`src/rtl/sw_stimulus_player_if.sv`:
```
// Control and observation bundle for sw_stimulus_player.
// The loop input exists only when STIM_LOOP_EN is defined.
interface sw_stimulus_player_if #(
  parameter int WIDTH = 10,
  parameter int DEPTH = 8,
  parameter int CNT_W = 24
) ();
  localparam int AW = $clog2(DEPTH);

  // wr_en, start and stop are plain strobes/levels with no ready back-pressure:
  // a write is accepted only in IDLE (otherwise dropped and flagged by wr_err),
  // start is a level sampled only in IDLE, and stop is honoured in any busy state.
  logic             wr_en;
  logic [AW-1:0]    wr_addr;
  logic [WIDTH-1:0] wr_value;
  logic [CNT_W-1:0] wr_hold;
  logic [AW:0]      num_steps;
  logic             start;
  logic             stop;
`ifdef STIM_LOOP_EN
  logic             loop;
`endif
  logic [WIDTH-1:0] sw_out;
  logic             rst_pulse_n;
  logic             busy;
  logic [AW-1:0]    step_idx;
  logic             done;
  logic             wr_err;
  logic [1:0]       state;

  modport master (
    output wr_en, wr_addr, wr_value, wr_hold, num_steps, start, stop,
`ifdef STIM_LOOP_EN
    output loop,
`endif
    input  sw_out, rst_pulse_n, busy, step_idx, done, wr_err, state
  );

  modport slave (
    input  wr_en, wr_addr, wr_value, wr_hold, num_steps, start, stop,
`ifdef STIM_LOOP_EN
    input  loop,
`endif
    output sw_out, rst_pulse_n, busy, step_idx, done, wr_err, state
  );
endinterface

```
`src/rtl/sw_stimulus_player.sv`:
```
// Replays a table of (value, hold) steps onto a switch bus after an active-low reset pulse.
// Optional macro STIM_LOOP_EN: restart at step 0 (no new reset pulse) while loop is high.
module sw_stimulus_player #(
  parameter int WIDTH      = 10,
  parameter int DEPTH      = 8,
  parameter int CNT_W      = 24,
  parameter int RST_CYCLES = 2
) (
  input logic               CLOCK_50,
  input logic               resetn,
  sw_stimulus_player_if.slave bus
);
  localparam int AW = $clog2(DEPTH);
  localparam int NW = AW + 1;
  localparam int RW = (RST_CYCLES > 1) ? $clog2(RST_CYCLES) : 1;

  typedef enum logic [1:0] {IDLE = 2'd0, RST = 2'd1, HOLD = 2'd2} state_t;

  state_t           state, state_nxt;
  logic [WIDTH-1:0] val_mem  [DEPTH];
  logic [CNT_W-1:0] hold_mem [DEPTH];

  logic [WIDTH-1:0] sw_q, sw_nxt;
  logic             rstp_q, rstp_nxt;
  logic             busy_q, busy_nxt;
  logic [AW-1:0]    idx_q, idx_nxt;
  logic             done_q, done_nxt;
  logic             err_q, err_nxt;
  logic [CNT_W-1:0] cnt_q, cnt_nxt;
  logic [RW-1:0]    rcnt_q, rcnt_nxt;
  logic [NW-1:0]    n_q, n_nxt;

  logic [AW-1:0]    idx_inc;
  logic             last_step;
  logic [NW-1:0]    n_clamp;
  logic [WIDTH-1:0] start_val;

  function automatic logic [CNT_W-1:0] eff_hold(input logic [CNT_W-1:0] h);
    return (h == '0) ? CNT_W'(1) : h;
  endfunction

  // Table is deliberately not reset; writes only land while idle.
  always_ff @(posedge CLOCK_50) begin
    if (bus.wr_en && state == IDLE) begin
      val_mem[bus.wr_addr]  <= bus.wr_value;
      hold_mem[bus.wr_addr] <= bus.wr_hold;
    end
  end

  assign idx_inc   = idx_q + AW'(1);
  assign last_step = ({1'b0, idx_q} == n_q - NW'(1));
  assign n_clamp   = (bus.num_steps > NW'(DEPTH)) ? NW'(DEPTH) : bus.num_steps;
  // A write to entry 0 in the start cycle must be visible as the first value.
  assign start_val = (bus.wr_en && bus.wr_addr == '0) ? bus.wr_value : val_mem[0];

  always_comb begin
    state_nxt = state;
    sw_nxt    = sw_q;
    rstp_nxt  = rstp_q;
    busy_nxt  = busy_q;
    idx_nxt   = idx_q;
    done_nxt  = 1'b0;
    err_nxt   = bus.wr_en && (state != IDLE);
    cnt_nxt   = cnt_q;
    rcnt_nxt  = rcnt_q;
    n_nxt     = n_q;
    if (state != IDLE && bus.stop) begin
      state_nxt = IDLE;
      rstp_nxt  = 1'b1;
      busy_nxt  = 1'b0;
    end else begin
      case (state)
        IDLE: begin
          if (bus.start && bus.num_steps != '0) begin
            state_nxt = RST;
            n_nxt     = n_clamp;
            sw_nxt    = start_val;
            idx_nxt   = '0;
            rstp_nxt  = 1'b0;
            busy_nxt  = 1'b1;
            rcnt_nxt  = RW'(RST_CYCLES - 1);
          end
        end
        RST: begin
          if (rcnt_q == '0) begin
            rstp_nxt  = 1'b1;
            cnt_nxt   = eff_hold(hold_mem[0]);
            state_nxt = HOLD;
          end else begin
            rcnt_nxt = rcnt_q - RW'(1);
          end
        end
        HOLD: begin
          // Counter holds the remaining cycles of the current step, so it never wraps.
          if (cnt_q <= CNT_W'(1)) begin
            if (!last_step) begin
              sw_nxt  = val_mem[idx_inc];
              idx_nxt = idx_inc;
              cnt_nxt = eff_hold(hold_mem[idx_inc]);
            end
`ifdef STIM_LOOP_EN
            else if (bus.loop) begin
              sw_nxt  = val_mem[0];
              idx_nxt = '0;
              cnt_nxt = eff_hold(hold_mem[0]);
            end
`endif
            else begin
              done_nxt  = 1'b1;
              busy_nxt  = 1'b0;
              state_nxt = IDLE;
            end
          end else begin
            cnt_nxt = cnt_q - CNT_W'(1);
          end
        end
        default: state_nxt = IDLE;
      endcase
    end
  end

  always_ff @(posedge CLOCK_50 or negedge resetn) begin
    if (!resetn) begin
      state  <= IDLE;
      sw_q   <= '0;
      rstp_q <= 1'b1;
      busy_q <= 1'b0;
      idx_q  <= '0;
      done_q <= 1'b0;
      err_q  <= 1'b0;
      cnt_q  <= '0;
      rcnt_q <= '0;
      n_q    <= '0;
    end else begin
      state  <= state_nxt;
      sw_q   <= sw_nxt;
      rstp_q <= rstp_nxt;
      busy_q <= busy_nxt;
      idx_q  <= idx_nxt;
      done_q <= done_nxt;
      err_q  <= err_nxt;
      cnt_q  <= cnt_nxt;
      rcnt_q <= rcnt_nxt;
      n_q    <= n_nxt;
    end
  end

  assign bus.sw_out      = sw_q;
  assign bus.rst_pulse_n = rstp_q;
  assign bus.busy        = busy_q;
  assign bus.step_idx    = idx_q;
  assign bus.done        = done_q;
  assign bus.wr_err      = err_q;
  assign bus.state       = state;
endmodule

```
`src/flat_wrapper.sv`:
```
// flat-port wrapper written by rule: the top's interface ports become plain ports
module sw_stimulus_player_flat 
#(
  parameter int WIDTH      = 10,
  parameter int DEPTH      = 8,
  parameter int CNT_W      = 24,
  parameter int RST_CYCLES = 2
)
  (CLOCK_50, resetn, bus_wr_en, bus_wr_addr, bus_wr_value, bus_wr_hold, bus_num_steps, bus_start, bus_stop, bus_sw_out, bus_rst_pulse_n, bus_busy, bus_step_idx, bus_done, bus_wr_err, bus_state);
  sw_stimulus_player_if #(.WIDTH(WIDTH), .DEPTH(DEPTH), .CNT_W(CNT_W)) bus_i ();
  input logic CLOCK_50;
  input logic resetn;
  input wire logic [$bits(bus_i.wr_en)-1:0] bus_wr_en;
  input wire logic [$bits(bus_i.wr_addr)-1:0] bus_wr_addr;
  input wire logic [$bits(bus_i.wr_value)-1:0] bus_wr_value;
  input wire logic [$bits(bus_i.wr_hold)-1:0] bus_wr_hold;
  input wire logic [$bits(bus_i.num_steps)-1:0] bus_num_steps;
  input wire logic [$bits(bus_i.start)-1:0] bus_start;
  input wire logic [$bits(bus_i.stop)-1:0] bus_stop;
  output wire logic [$bits(bus_i.sw_out)-1:0] bus_sw_out;
  output wire logic [$bits(bus_i.rst_pulse_n)-1:0] bus_rst_pulse_n;
  output wire logic [$bits(bus_i.busy)-1:0] bus_busy;
  output wire logic [$bits(bus_i.step_idx)-1:0] bus_step_idx;
  output wire logic [$bits(bus_i.done)-1:0] bus_done;
  output wire logic [$bits(bus_i.wr_err)-1:0] bus_wr_err;
  output wire logic [$bits(bus_i.state)-1:0] bus_state;
  assign bus_i.wr_en = bus_wr_en;
  assign bus_i.wr_addr = bus_wr_addr;
  assign bus_i.wr_value = bus_wr_value;
  assign bus_i.wr_hold = bus_wr_hold;
  assign bus_i.num_steps = bus_num_steps;
  assign bus_i.start = bus_start;
  assign bus_i.stop = bus_stop;
  assign bus_sw_out = bus_i.sw_out;
  assign bus_rst_pulse_n = bus_i.rst_pulse_n;
  assign bus_busy = bus_i.busy;
  assign bus_step_idx = bus_i.step_idx;
  assign bus_done = bus_i.done;
  assign bus_wr_err = bus_i.wr_err;
  assign bus_state = bus_i.state;
  sw_stimulus_player #(.WIDTH(WIDTH), .DEPTH(DEPTH), .CNT_W(CNT_W), .RST_CYCLES(RST_CYCLES)) u_core (.CLOCK_50(CLOCK_50), .resetn(resetn), .bus(bus_i));
endmodule
```
`config.mk`:
```
export PLATFORM = sky130hd
export DESIGN_NAME = sw_stimulus_player_flat
export DESIGN_NICKNAME = d
export VERILOG_FILES = /design/src/rtl/sw_stimulus_player_if.sv /design/src/rtl/sw_stimulus_player.sv /design/src/flat_wrapper.sv
export SDC_FILE = /design/constraint.sdc
export NUM_CORES = 1
export LEC_CHECK = 0
export CORE_MARGIN = 3
export CORE_UTILIZATION = 50
export CTS_CLUSTER_DIAMETER = 100
export DETAILED_ROUTE_END_ITERATION = 7
export PLACE_DENSITY = 0.79
export RECOVER_POWER = 100
export SLEW_MARGIN = 20
export SYNTH_ARGS = -nofsm -noshare
export SYNTH_HDL_FRONTEND = slang
export SYNTH_SLANG_ARGS = --single-unit
```
`constraint.sdc`:
```
create_clock -name CLOCK_50 -period 9.95 [get_ports CLOCK_50]
set_clock_uncertainty 0.1 [all_clocks]
set_input_delay 0.995 -clock CLOCK_50 [delete_from_list [all_inputs] [get_ports CLOCK_50]]
set_output_delay 0.995 -clock CLOCK_50 [all_outputs]
set_load 0.03 [all_outputs]
```
# [Word-level counts from Yosys, hierarchy flattened]
# Memories as Yosys holds them, arrays and structs flattened.
# Cells that the tools add are included.
[op_classes] mux=39 eq_ne=12 n_reduce_logical=23 magnitude_cmp=2 bitwise_logic=1 add_sub_neg=4
[ops] op="24-bit 2-to-1 mux" count=5
[ops] op="24-bit logical NOT" count=2
[ops] op="24-bit one-hot mux with 2 select lines" count=1
[ops] op="10-bit 2-to-1 mux" count=4
[ops] op="24-bit by 1-bit <= comparator with 1-bit output, second input constant" count=1
[ops] op="24-bit by 1-bit subtractor with 24-bit output, second input constant" count=1
[ops] op="10-bit one-hot mux with 2 select lines" count=1
[ops] op="1-bit 2-to-1 mux" count=14
[ops] op="4-bit AND reduction" count=3
[ops] op="2-bit 2-to-1 mux" count=5
[ops] op="3-bit 2-to-1 mux" count=3
[ops] op="3-bit inequality test, second input constant" count=3
[ops] op="3-bit AND reduction" count=3
[ops] op="2-bit nonzero test" count=4
[ops] op="2-bit inequality test, second input constant" count=3
[ops] op="3-bit by 1-bit inequality test with 1-bit output, second input constant" count=2
[ops] op="1-bit one-hot mux with 2 select lines" count=3
[ops] op="2-bit one-hot mux with 3 select lines" count=1
[ops] op="3-bit one-hot mux with 2 select lines" count=1
[ops] op="3-bit nonzero test" count=2
[ops] op="1-bit logical AND" count=5
[ops] op="5-bit AND reduction" count=1
[ops] op="3-bit by 4-bit == test with 1-bit output" count=1
[ops] op="4-bit greater-than comparator, second input constant" count=1
[ops] op="other kinds (11)" count=11
[word_totals] mem_count=2 ff_bits=48 ram_bits=272 input_bits=46
[memory_table] memory="u_core.hold_mem" words=8 width=24 read_ports=2 rd_clocked_by_memory_dff=0 write_ports=1 line="sw_stimulus_player.sv:21" source="logic [CNT_W-1:0] hold_mem [DEPTH];"
[memory_table] memory="u_core.val_mem" words=8 width=10 read_ports=2 rd_clocked_by_memory_dff=0 write_ports=1 line="sw_stimulus_player.sv:20" source="logic [WIDTH-1:0] val_mem [DEPTH];"

# [Logic depth before layout (Yosys ltp)]
# Gate-level depths: netlist (run 1).
# An unclocked memory read counts as a cell.
[logic_depth] depth_word=7 depth_mapped=11 ltp_nobuf=9

# [Least setup slack after synthesis (run 1)]
# Ideal clock, no wire load.
[synth_path] kind="reg-to-reg" startpoint="register u_core.state[1] (netlist: u_core.bus.state[1])" endpoint="memory u_core.hold_mem[0][0] (enable)" t_required_ps=9382 slack_ps=5706 path_stages_with_launch=6 setup_ps=468 arrival_ps=3676 path_buffers=1 cell_sequence="dfrtp_1 inv_1 ha_1 clkbuf_1 nand2b_1 nor3_1"
[synth_between] elab_chain_cells=4
[synth_lines] item="start: declaration" line="sw_stimulus_player.sv:19" source="state_t state, state_nxt;"
[synth_lines] item="start signal: assignment" line="sw_stimulus_player.sv:135" source="state <= state_nxt;"
[synth_lines] item="2-bit logical NOT" line="sw_stimulus_player.sv:44" source="if (bus.wr_en && state == IDLE) begin"
[synth_lines] item="1-bit logical AND" line="sw_stimulus_player.sv:44"
[synth_lines] item="1-bit 2-to-1 mux" line="sw_stimulus_player.sv:44"
[synth_lines] item="1-bit 2-to-1 mux (not written as such)" line="sw_stimulus_player.sv:46" source="hold_mem[bus.wr_addr] <= bus.wr_hold;"
[synth_lines] item="end: declaration" line="sw_stimulus_player.sv:21"
# No other way between the ends.

# [Final worst setup path (run 1)]
[layout_path] startpoint="register u_core.idx_q[0] (netlist: u_core.bus.step_idx[0])" endpoint="register u_core.cnt_q[0]"
[layout_between] elab_chain_cells=7 word_cells_on_any_way=10 classes_between="add/sub: 1; eq/ne: 2; mux: 4; reduce/logical: 2; memory: 1"
[layout_lines] item="start: declaration" line="sw_stimulus_player.sv:26" source="logic [AW-1:0] idx_q, idx_nxt;"
[layout_lines] item="start signal: assignment" line="sw_stimulus_player.sv:139" source="idx_q <= idx_nxt;"
[layout_lines] item="3-bit by 1-bit adder with 3-bit output" line="sw_stimulus_player.sv:50" source="assign idx_inc = idx_q + AW'(1);"
[layout_lines] item="memory 8 x 24 bit"
[layout_lines] item="24-bit logical NOT" line="sw_stimulus_player.sv:39" source="return (h == '0) ? CNT_W'(1) : h;"
[layout_lines] item="24-bit 2-to-1 mux" line="sw_stimulus_player.sv:39"
[layout_lines] item="24-bit 2-to-1 mux" line="sw_stimulus_player.sv:96" source="if (!last_step) begin"
[layout_lines] item="24-bit 2-to-1 mux" line="sw_stimulus_player.sv:95" source="if (cnt_q <= CNT_W'(1)) begin"
[layout_lines] item="24-bit one-hot mux with 2 select lines" line="sw_stimulus_player.sv:72" source="case (state)"
[layout_lines] item="end signal: assignment" line="sw_stimulus_player.sv:142" source="cnt_q <= cnt_nxt;"
[layout_lines] item="end: declaration" line="sw_stimulus_player.sv:29" source="logic [CNT_W-1:0] cnt_q, cnt_nxt;"
# Several ways; a longest one is shown, not always the timed one. The select of a mux whose other input is x is not followed.
# A chain may end at the register's enable or synchronous reset.

==> impl_metrics.json, run 1 <==
{
  "cts_tree": "yes",
  "rsz0062_at_grt": "no",
  "final_max_slew_viol_count": 375,
  "synth.most_common_cell": "edfxtp_1",
  "startpoint_type": "register",
  "synthAdderAreaFrac_pct": 0.715,
  "gp_congestion": 0.913,
  "cts_resized": 0,
  "fin_area_sq_mm": 0.0160,
  "period_share_pct": 58.2,
  "ff2ff_setup_slack_ns": 4.16,
  "slowest_stage": "dfrtp_1",
  "numCtsBuffers": 34,
  "grt_pass1_wl_microns": 49000,
  "drt_iter0_drc": 1035,
  "synth_top_area_share_pct": 58.4,
  "ant_nets": 0,
  "endpoint_kind": "register",
  "fin_cells": 1394,
  "cts.sinks": 320,
  "wl_met1_microns": 12200,
  "synth_area_leaders": "edfxtp_1 (58%), dfrtp_1 (8.4%), mux4_2 (6.8%), mux2i_1 (4.1%), nand2_1 (1.9%)",
  "min_period_ns": 5.79,
  "wl_per_cell_microns": 22.2,
  "track_usage_pct": 20.7,
  "seqCellArea_sq_mm": 0.00937,
  "synth_top_family_by_area": "multiplexers",
  "clk-insertion-delay-late_ns": 0.51,
  "synth-compound-area-share_pct": 5.26,
  "fillers": 2010,
  "top_layer_used": "met4",
  "relSlewSlack_pct": -83.2,
  "port_buffers": 64,
  "die_w_microns": 173,
  "grt.overflow.total": 0,
  "clk_pin_slew_ns": 0.06,
  "dpl.cell_count": 1334,
  "violations": "max-capacitance violations, max-slew violations",
  "synth-seq-cells": 320,
  "synthArstFlopShare_pct": 15.0,
  "layout-drive-gt1-share_pct": 12.4,
  "power_density_mw_per_mm2": 257,
  "postCtsSetupRepairBufs": 0,
  "netlist_instances": 936,
  "cts_max_level": 2,
  "cp.required_ns": 10.29,
  "drcViolationCount": 0,
  "vias": 8412,
  "syn_nets": 990,
  "setup_viol": 0,
  "slowest_delay_ns": 1.93,
  "synthMuxAreaShare_pct": 12.5,
  "vias_per_cell": 6.03,
  "critPathTopFamily": "flip-flops",
  "worstMarginPinSlew_ns": 2.75,
  "synth-xor-area-share_pct": 1.67,
  "rows": 60,
  "place_hpwl_microns": 18300,
  "fin_util_pct": 58.7,
  "tns_ns": 0,
  "synthFlopType": "edfxtp_1",
  "crit_type": "reg2reg",
  "hold_viol_final": 0,
  "yosys_warnings": 0,
  "dr_wl_met2_microns": 15500,
  "synth_common_cells": "edfxtp_1 (272), nand2_1 (72), mux2i_1 (58)",
  "multi_input_area_sq_mm": 0.00436,
  "ys_seq_area_share_pct": 66.9,
  "die_h_microns": 173,
  "hold_ws_ns": 0.402,
  "synth_top_cell_by_area": "edfxtp_1",
  "num_io_pins": 65,
  "path_max_fanout": 68,
  "ys_types": 59,
  "cp_num_buf_inv": 2,
  "dr_wl_met3_microns": 2490,
  "firstDrtPassIters": 6,
  "yosys.area_share.simple_pct": 10.7,
  "synth_edf_count": 272,
  "path_cells": "ha_1 -> buf_4 -> inv_1 -> nor2_1 -> a22o_1 -> o21ai_0 -> or4b_1 -> nor4_1 -> a211o_1",
  "area_growth_syn_to_layout_pct": 14.3,
  "cap_viol_max_count": 10,
  "synth.cell_area_sq_mm": 0.0140,
  "grt_max_degree": 69,
  "root_buffer": "clkbuf_16",
  "p_leak_nw": 5.29,
  "num_antenna_cells": 0,
  "wirelength_microns": 31000,
  "vdd_drop_max_uv": 160,
  "outcome": "finished with violations",
  "grt_pass1_vias": 8495,
  "cp.arrival_ns": 6.13,
  "start_util_pct": 51.4,
  "die_area_sq_mm": 0.0300,
  "cts_hold_buffers": 0,
  "core_area_sq_mm": 0.0273,
  "post_dp_cell_area_sq_mm": 0.0151,
  "hold_path.class": "reg2reg",
  "fmax_ghz": 0.173,
  "antenna_found_initial": 0,
  "num-nets-final": 1052,
  "avgSynthCellArea_sq_um": 15.0,
  "clk_path_buf_depth": 3
}
## cell families after synthesis
kind of cell	count (synthesis)
fa+ha+maj	8
flops	320
buf+inv	68
compound gates	114
mux	120
xor+xnor	25
simple gates	281
## power by group
part	internal [mW]	leakage [nW]	switching, mW
sequential	1.60	3.02	0.154
combinational	0.510	1.77	0.691
clock	0.660	0.499	0.494
## final timing paths
| kind | startpoint | endpoint | depth (start not counted) |
|---|---|---|---|
| setup / recovery | u_core.bus.step_idx[0] | u_core.cnt_q[0] | 9 |
| hold reg to reg | u_core.bus.sw_out[7] | u_core.bus.sw_out[7] | 1 |
| max in group asynchronous | resetn | u_core.bus.sw_out[3] | 2 |
| setup reg to reg | u_core.bus.step_idx[0] | u_core.cnt_q[0] | 9 |
| min in group asynchronous | resetn | u_core.cnt_q[4] | 2 |
| hold / removal | u_core.bus.sw_out[7] | u_core.bus.sw_out[7] | 1 |
## through the flow
stage | power (mW) | worst slack [ns]
3_5_place_dp | 2.98 | 5.53
4_1_cts | 4.14 | 5.50
6_report | 4.11 | 4.16
5_1_grt | 4.32 | 3.59
3_3_place_gp | 2.94 | 5.68
2_1_floorplan | 2.64 | 5.71
## layout by cell type (no fill, tap or decap), types with 4 or more instances in the layout
| master | netlist | final |
|---|---|---|
| a211oi_1 | 11 | 11 |
| a21oi_1 | 33 | 34 |
| a22o_1 | 4 | 4 |
| a31oi_1 | 20 | 20 |
| a32oi_1 | 6 | 6 |
| buf_4 | 5 | 8 |
| clkbuf_1 | 29 | 22 |
| clkbuf_16 | 0 | 35 |
| clkdlybuf4s50_1 | 0 | 10 |
| clkinv_2 | 0 | 6 |
| dfrtp_1 | 47 | 47 |
| dlygate4sd3_1 | 0 | 53 |
| edfxtp_1 | 272 | 272 |
| ha_1 | 8 | 7 |
| inv_1 | 12 | 12 |
| mux2_2 | 19 | 19 |
| mux2i_1 | 58 | 58 |
| mux4_2 | 42 | 42 |
| nand2_1 | 72 | 72 |
| nand2b_1 | 15 | 15 |
| nand3_1 | 13 | 13 |
| nand3b_1 | 15 | 15 |
| nand4_1 | 13 | 13 |
| nor2_1 | 46 | 45 |
| nor2b_1 | 12 | 12 |
| nor3_1 | 28 | 26 |
| nor3b_1 | 29 | 29 |
| nor4_1 | 16 | 17 |
| o211ai_1 | 7 | 7 |
| o21ai_0 | 17 | 18 |
| or3_1 | 5 | 5 |
| or4_1 | 6 | 6 |
| xnor2_1 | 13 | 13 |
| xor2_1 | 10 | 10 |
## layout make-up
type	instances	area share, %
clock buffer	48	5.84
clock inverter	12	0.516
inverter	12	0.282
multi-input combinational	548	27.3
sequential	320	58.6
tap	372	2.91
timing repair buffer	82	4.58
## sequential cells by signal, indices dropped and copies added (netlist names)
register / flops
u_core.hold_mem: 192
u_core.val_mem: 80
u_core.cnt_q: 24
u_core.bus.sw_out: 10
u_core.n_q: 4
u_core.bus.step_idx: 3
u_core.bus.state: 2
u_core.bus.busy: 1
u_core.bus.done: 1
u_core.bus.rst_pulse_n: 1
u_core.bus.wr_err: 1
u_core.rcnt_q: 1
## per-layer routing
layer  vias to the layer above  GRT usage [%]
met5                         -              0
met4                         0           7.47
met3                        57           3.15
met2                       395           33.4
met1                      4193           28.8
li1                       3767              -
Power figures use the tool's default switching activity.
==> run 2: changes to the inputs <==
--- a/config.mk
+++ b/config.mk
@@ -9,7 +9,7 @@
 export CORE_UTILIZATION = 50
 export CTS_CLUSTER_DIAMETER = 100
 export DETAILED_ROUTE_END_ITERATION = 7
-export PLACE_DENSITY = 0.79
+export PLACE_DENSITY = 0.82
 export RECOVER_POWER = 100
 export SLEW_MARGIN = 20
 export SYNTH_ARGS = -nofsm -noshare
==> constraint.sdc (replaced) <==
create_clock -name CLOCK_50 -period 5.3 [get_ports CLOCK_50]
set_clock_uncertainty 0.1 [all_clocks]
set_input_delay 0.53 -clock CLOCK_50 [delete_from_list [all_inputs] [get_ports CLOCK_50]]
set_output_delay 0.53 -clock CLOCK_50 [all_outputs]
set_load 0.03 [all_outputs]
==> impl_metrics.json, run 2 (same netlist as run 1, synthesis figures left out) <==
{
  "outcome": "finished with violations",
  "violations": "max-capacitance violations, max-slew violations",
  "vdd_drop_max_uv": 291,
  "area_growth_syn_to_layout_pct": 14.6,
  "tns_ns": 0,
  "clk-insertion-delay-late_ns": 0.52,
  "cts_max_level": 2,
  "setup_ws_ns": 1.00,
  "worstMarginPinSlew_ns": 2.89,
  "num-nets-final": 1053,
  "track_usage_pct": 20.8,
  "vias": 8528,
  "min_period_ns": 4.30,
  "multi_input_area_sq_mm": 0.00436,
  "cts_tree": "yes",
  "wl_per_cell_microns": 22.6,
  "clk_pin_slew_ns": 0.07,
  "rsz0062_at_grt": "no",
  "seqCellArea_sq_mm": 0.00937,
  "hold_ws_ns": 0.403,
  "clk_path_buf_depth": 3,
  "endpoint_kind": "register",
  "numCtsBuffers": 34,
  "cp.arrival_ns": 4.60,
  "path_max_fanout": 25,
  "vias_per_cell": 6.12,
  "grt_pass1_wl_microns": 49400,
  "hold_start": "u_core.bus.busy",
  "gp_congestion": 0.967,
  "power_mw": 7.77,
  "crit_type": "reg2reg",
  "r2r_start": "u_core.cnt_q[0]",
  "fin_util_pct": 58.9,
  "fmax_ghz": 0.233,
  "regMostFlops": "u_core.hold_mem",
  "fillers": 2016,
  "die_w_microns": 173,
  "largest_reg_flops": 192,
  "cap_viol_max_count": 10,
  "port_buffers": 64,
  "final_common_cell": "edfxtp_1",
  "relSlewSlack_pct": -92.4,
  "slowest_stage": "a21oi_1",
  "final_max_slew_viol_count": 346,
  "die_h_microns": 173,
  "ant_nets": 0,
  "num_antenna_cells": 0,
  "postCtsSetupRepairBufs": 0,
  "grt_pass1_vias": 8456,
  "start_util_pct": 51.4,
  "r2r_cells": 9,
  "hold_viol_final": 0,
  "power_density_mw_per_mm2": 484,
  "startpoint_type": "register",
  "layout_common_cells": "edfxtp_1 (272), nand2_1 (72), mux2i_1 (58)",
  "dp_slack_ns": 1.37,
  "min_path_cells": 1,
  "cts_hold_buffers": 0,
  "layout-drive-gt1-share_pct": 12.3,
  "cts.sinks": 320,
  "firstDrtPassIters": 5,
  "p_leak_nw": 5.30,
  "rows": 60,
  "crit_start": "u_core.cnt_q[0]",
  "core_area_sq_mm": 0.0273,
  "hold_path.class": "reg2reg",
  "root_buffer": "clkbuf_16",
  "cts_resized": 0,
  "die_area_sq_mm": 0.0300,
  "period_share_pct": 81.1,
  "slowest_delay_ns": 1.11,
  "cp.required_ns": 5.61,
  "antenna_found_initial": 0,
  "wirelength_microns": 31400,
  "grt_max_degree": 81,
  "place_hpwl_microns": 18900,
  "drcViolationCount": 0,
  "grt.overflow.total": 0,
  "path_cells": "inv_1 -> ha_1 -> o2111ai_1 -> or3_1 -> nor2_1 -> a21oi_1 -> clkbuf_1 -> nand2_1 -> a22o_1",
  "top_regs": "u_core.hold_mem x192, u_core.val_mem x80, u_core.cnt_q x24",
  "num_io_pins": 65,
  "setup_viol": 0,
  "drt_iter0_drc": 1132
}
-- run 2: cell count changes in the layout (fill, tap and decap cells not counted), moves of 2 or more --
cell / previous run / this run
clkinv_1: 3 / 10
clkbuf_1: 22 / 16
bufinv_16: 0 / 2
clkinv_2: 6 / 4
-- run 2: worst max-delay path: cells and delay by family (launching register included) --
kind,cells,cell delay [ns]
compound gates,3,1.74
buf+inv,2,0.96
simple gates,3,0.68
flops,1,0.44
fa+ha+maj,1,0.25
-- run 2: routing by layer --
metal	vias up	GRT usage [%]	wire [microns]
met5	-	0	0
met4	0	6.25	919
met3	71	3.81	2500
met2	430	34.6	15500
met1	4264	28.2	12500
li1	3763	-	-
-- run 2: area by class of cell --
class	count	share of cell area, %
inverter	12	0.281
multi-input combinational	548	27.2
tap	372	2.90
sequential	320	58.4
timing repair buffer	83	4.70
clock buffer	40	5.45
clock inverter	19	1.01
-- run 2: path summary, 6_finish.rpt --
| check | slack (ns) | end |
|---|---|---|
| setup / recovery | 1.00 | u_core.cnt_q[20] |
| hold / removal | 0.40 | u_core.bus.busy |
| min in group asynchronous | 0.95 | u_core.n_q[1] |
| hold reg to reg | 0.40 | u_core.bus.busy |
| setup reg to reg | 1.00 | u_core.cnt_q[20] |
| max in group asynchronous | 2.14 | u_core.bus.step_idx[0] |
-- run 2: power breakdown --
part	switching, mW	internal (mW)
sequential	0.272	3.00
combinational	1.31	0.962
clock	0.936	1.28
total	2.52	5.25
-- run 2: through the flow --
stage / cell area, sq um / cells
floorplan: 14000 / 936
global placement: 15100 / 1335
detailed placement: 15100 / 1335
CTS: 16100 / 1394
global route: 16000 / 1394
finish: 16000 / 1394
==> run 3: changes to the inputs <==
==> constraint.sdc (replaced) <==
create_clock -name CLOCK_50 -period 3.55 [get_ports CLOCK_50]
set_clock_uncertainty 0.1 [all_clocks]
set_input_delay 0.355 -clock CLOCK_50 [delete_from_list [all_inputs] [get_ports CLOCK_50]]
set_output_delay 0.355 -clock CLOCK_50 [all_outputs]
set_load 0.03 [all_outputs]
==> impl_metrics.json, run 3 (same netlist as run 1, synthesis figures left out) <==
{
  "largest_reg_flops": 192,
  "fin_util_pct": 59.3,
  "root_buffer": "clkbuf_16",
  "cp.arrival_ns": 3.70,
  "path_max_fanout": 26,
  "drt_iter0_drc": 994,
  "numCtsBuffers": 31,
  "place_hpwl_microns": 18500,
  "area_growth_syn_to_layout_pct": 15.5,
  "wirelength_microns": 31100,
  "track_usage_pct": 20.5,
  "start_util_pct": 51.4,
  "rsz0062_at_grt": "no",
  "post_dp_cell_area_sq_mm": 0.0152,
  "final_common_cell": "edfxtp_1",
  "grt_pass1_wl_microns": 49500,
  "core_area_sq_mm": 0.0273,
  "dp_slack_ns": 0.322,
  "critPathTopFamily": "simple AND/OR/NAND/NOR gates",
  "cts.sinks": 320,
  "grt_pass1_vias": 8780,
  "die_w_microns": 173,
  "violations": "max-capacitance violations, max-slew violations",
  "use_met3_pct": 2.87,
  "use_met2_pct": 34.5,
  "top_regs": "u_core.hold_mem x192, u_core.val_mem x80, u_core.cnt_q x24",
  "tns_ns": 0,
  "vias_per_cell": 6.12,
  "rows": 60,
  "gr-max-usage-layer": "met2",
  "crit_type": "reg2reg",
  "clk_pin_slew_ns": 0.06,
  "startpoint_type": "register",
  "hold_path.class": "in2reg",
  "fin_cells": 1400,
  "drcViolationCount": 0,
  "p_sw_mw": 3.78,
  "vdd_drop_max_uv": 450,
  "setup_ws_ns": 0.238,
  "p_leak_nw": 5.37,
  "period_share_pct": 93.3,
  "hold_viol_final": 0,
  "fmax_ghz": 0.302,
  "firstDrtPassIters": 5,
  "clk-insertion-delay-late_ns": 0.56,
  "antenna_found_initial": 2,
  "clk_path_buf_depth": 3,
  "ff2ff_setup_slack_ns": 0.24,
  "worstMarginPinSlew_ns": 1.63,
  "postCtsSetupRepairBufs": 0,
  "num_io_pins": 65,
  "fin_area_sq_mm": 0.0162,
  "final_max_slew_viol_count": 27,
  "outcome": "finished with violations",
  "layout_common_cells": "edfxtp_1 (272), nand2_1 (72), mux2i_1 (58)",
  "power_mw": 11.7,
  "clkPwrFrac_pct": 28.7,
  "internal_power_mw": 7.97,
  "setup_viol": 0,
  "cp_num_buf_inv": 1,
  "ant_nets": 0,
  "vias": 8562,
  "use_met1_pct": 28.1,
  "path_cells": "ha_2 -> xnor2_4 -> buf_4 -> mux2i_1 -> nand4_1 -> o21ai_0 -> or4b_1 -> nor4_1 -> a211o_1",
  "endpoint_kind": "register",
  "num-nets-final": 1057,
  "die_h_microns": 173,
  "p_comb_share_pct": 30.2,
  "relSlewSlack_pct": -8.70,
  "slowest_delay_ns": 0.52,
  "die_area_sq_mm": 0.0300,
  "dpl.cell_count": 1341,
  "cp.required_ns": 3.94,
  "grt.overflow.total": 0,
  "slowest_stage": "or4b_1",
  "cap_viol_max_count": 1,
  "cts_resized": 0,
  "cts_hold_buffers": 1,
  "port_buffers": 64,
  "layout-drive-gt1-share_pct": 14.1,
  "min_period_ns": 3.31,
  "regMostFlops": "u_core.hold_mem",
  "cts_tree": "yes",
  "seq_power_share_pct": 41.1,
  "p_sw_share_pct": 32.2,
  "hold_ws_ns": 0.300,
  "power_density_mw_per_mm2": 727,
  "cts_max_level": 1,
  "gp_congestion": 0.882,
  "wl_per_cell_microns": 22.2,
  "grt_max_degree": 106
}
run 3: changes by cell type in the layout (fill, tap and decap cells not counted), moves of 2 or more:
cell / before / now
clkinvlp_4: 0 / 2
clkbuf_8: 0 / 2
a21oi_1: 35 / 33
buf_12: 1 / 4
clkinv_1: 10 / 3
nor2_2: 1 / 3
clkbuf_1: 16 / 13
clkbuf_2: 0 / 8
clkbuf_16: 34 / 31
nor3_1: 27 / 25
bufinv_16: 2 / 5
a21oi_2: 0 / 2
nor3_4: 1 / 3
run 3: area by class of cell:
| class | count | area, sq um |
|---|---|---|
| Multi-Input combinational cell | 548 | 4380 |
| Fill cell | 1989 | 11100 |
| Clock buffer | 42 | 837 |
| Antenna cell | 1 | 2.50 |
| Inverter | 12 | 45.0 |
| Clock inverter | 15 | 205 |
| Tap cell | 372 | 465 |
| Sequential cell | 320 | 9370 |
| Timing Repair Buffer | 90 | 851 |
run 3: power groups by stage:
stage / Sequential (mW) / Combinational (mW) / Clock [mW]
2_1_floorplan: 4.96 / 2.45 / 0
3_3_place_gp: 4.86 / 3.46 / 0
3_5_place_dp: 4.89 / 3.57 / 0
4_1_cts: 4.82 / 3.61 / 3.41
5_1_grt: 4.87 / 3.87 / 3.57
6_report: 4.83 / 3.54 / 3.37
run 3: metal layers:
metal / wire, microns / up-vias
li1: - / 3770
met1: 12800 / 4315
met2: 15300 / 396
met3: 2080 / 79
met4: 883 / 2
met5: 13 / -
run 3: path summary, 6_finish.rpt:
path / to / cells past startpoint / from
worst max register to register: u_core.cnt_q[0] / 9 / u_core.bus.step_idx[0]
worst min-delay path: u_core.bus.wr_err / 2 / bus_wr_en
min in group asynchronous: u_core.bus.step_idx[0] / 2 / resetn
worst max-delay path: u_core.cnt_q[0] / 9 / u_core.bus.step_idx[0]
worst min register to register: u_core.bus.sw_out[7] / 1 / u_core.bus.sw_out[7]
max in group asynchronous: u_core.bus.sw_out[6] / 3 / resetn
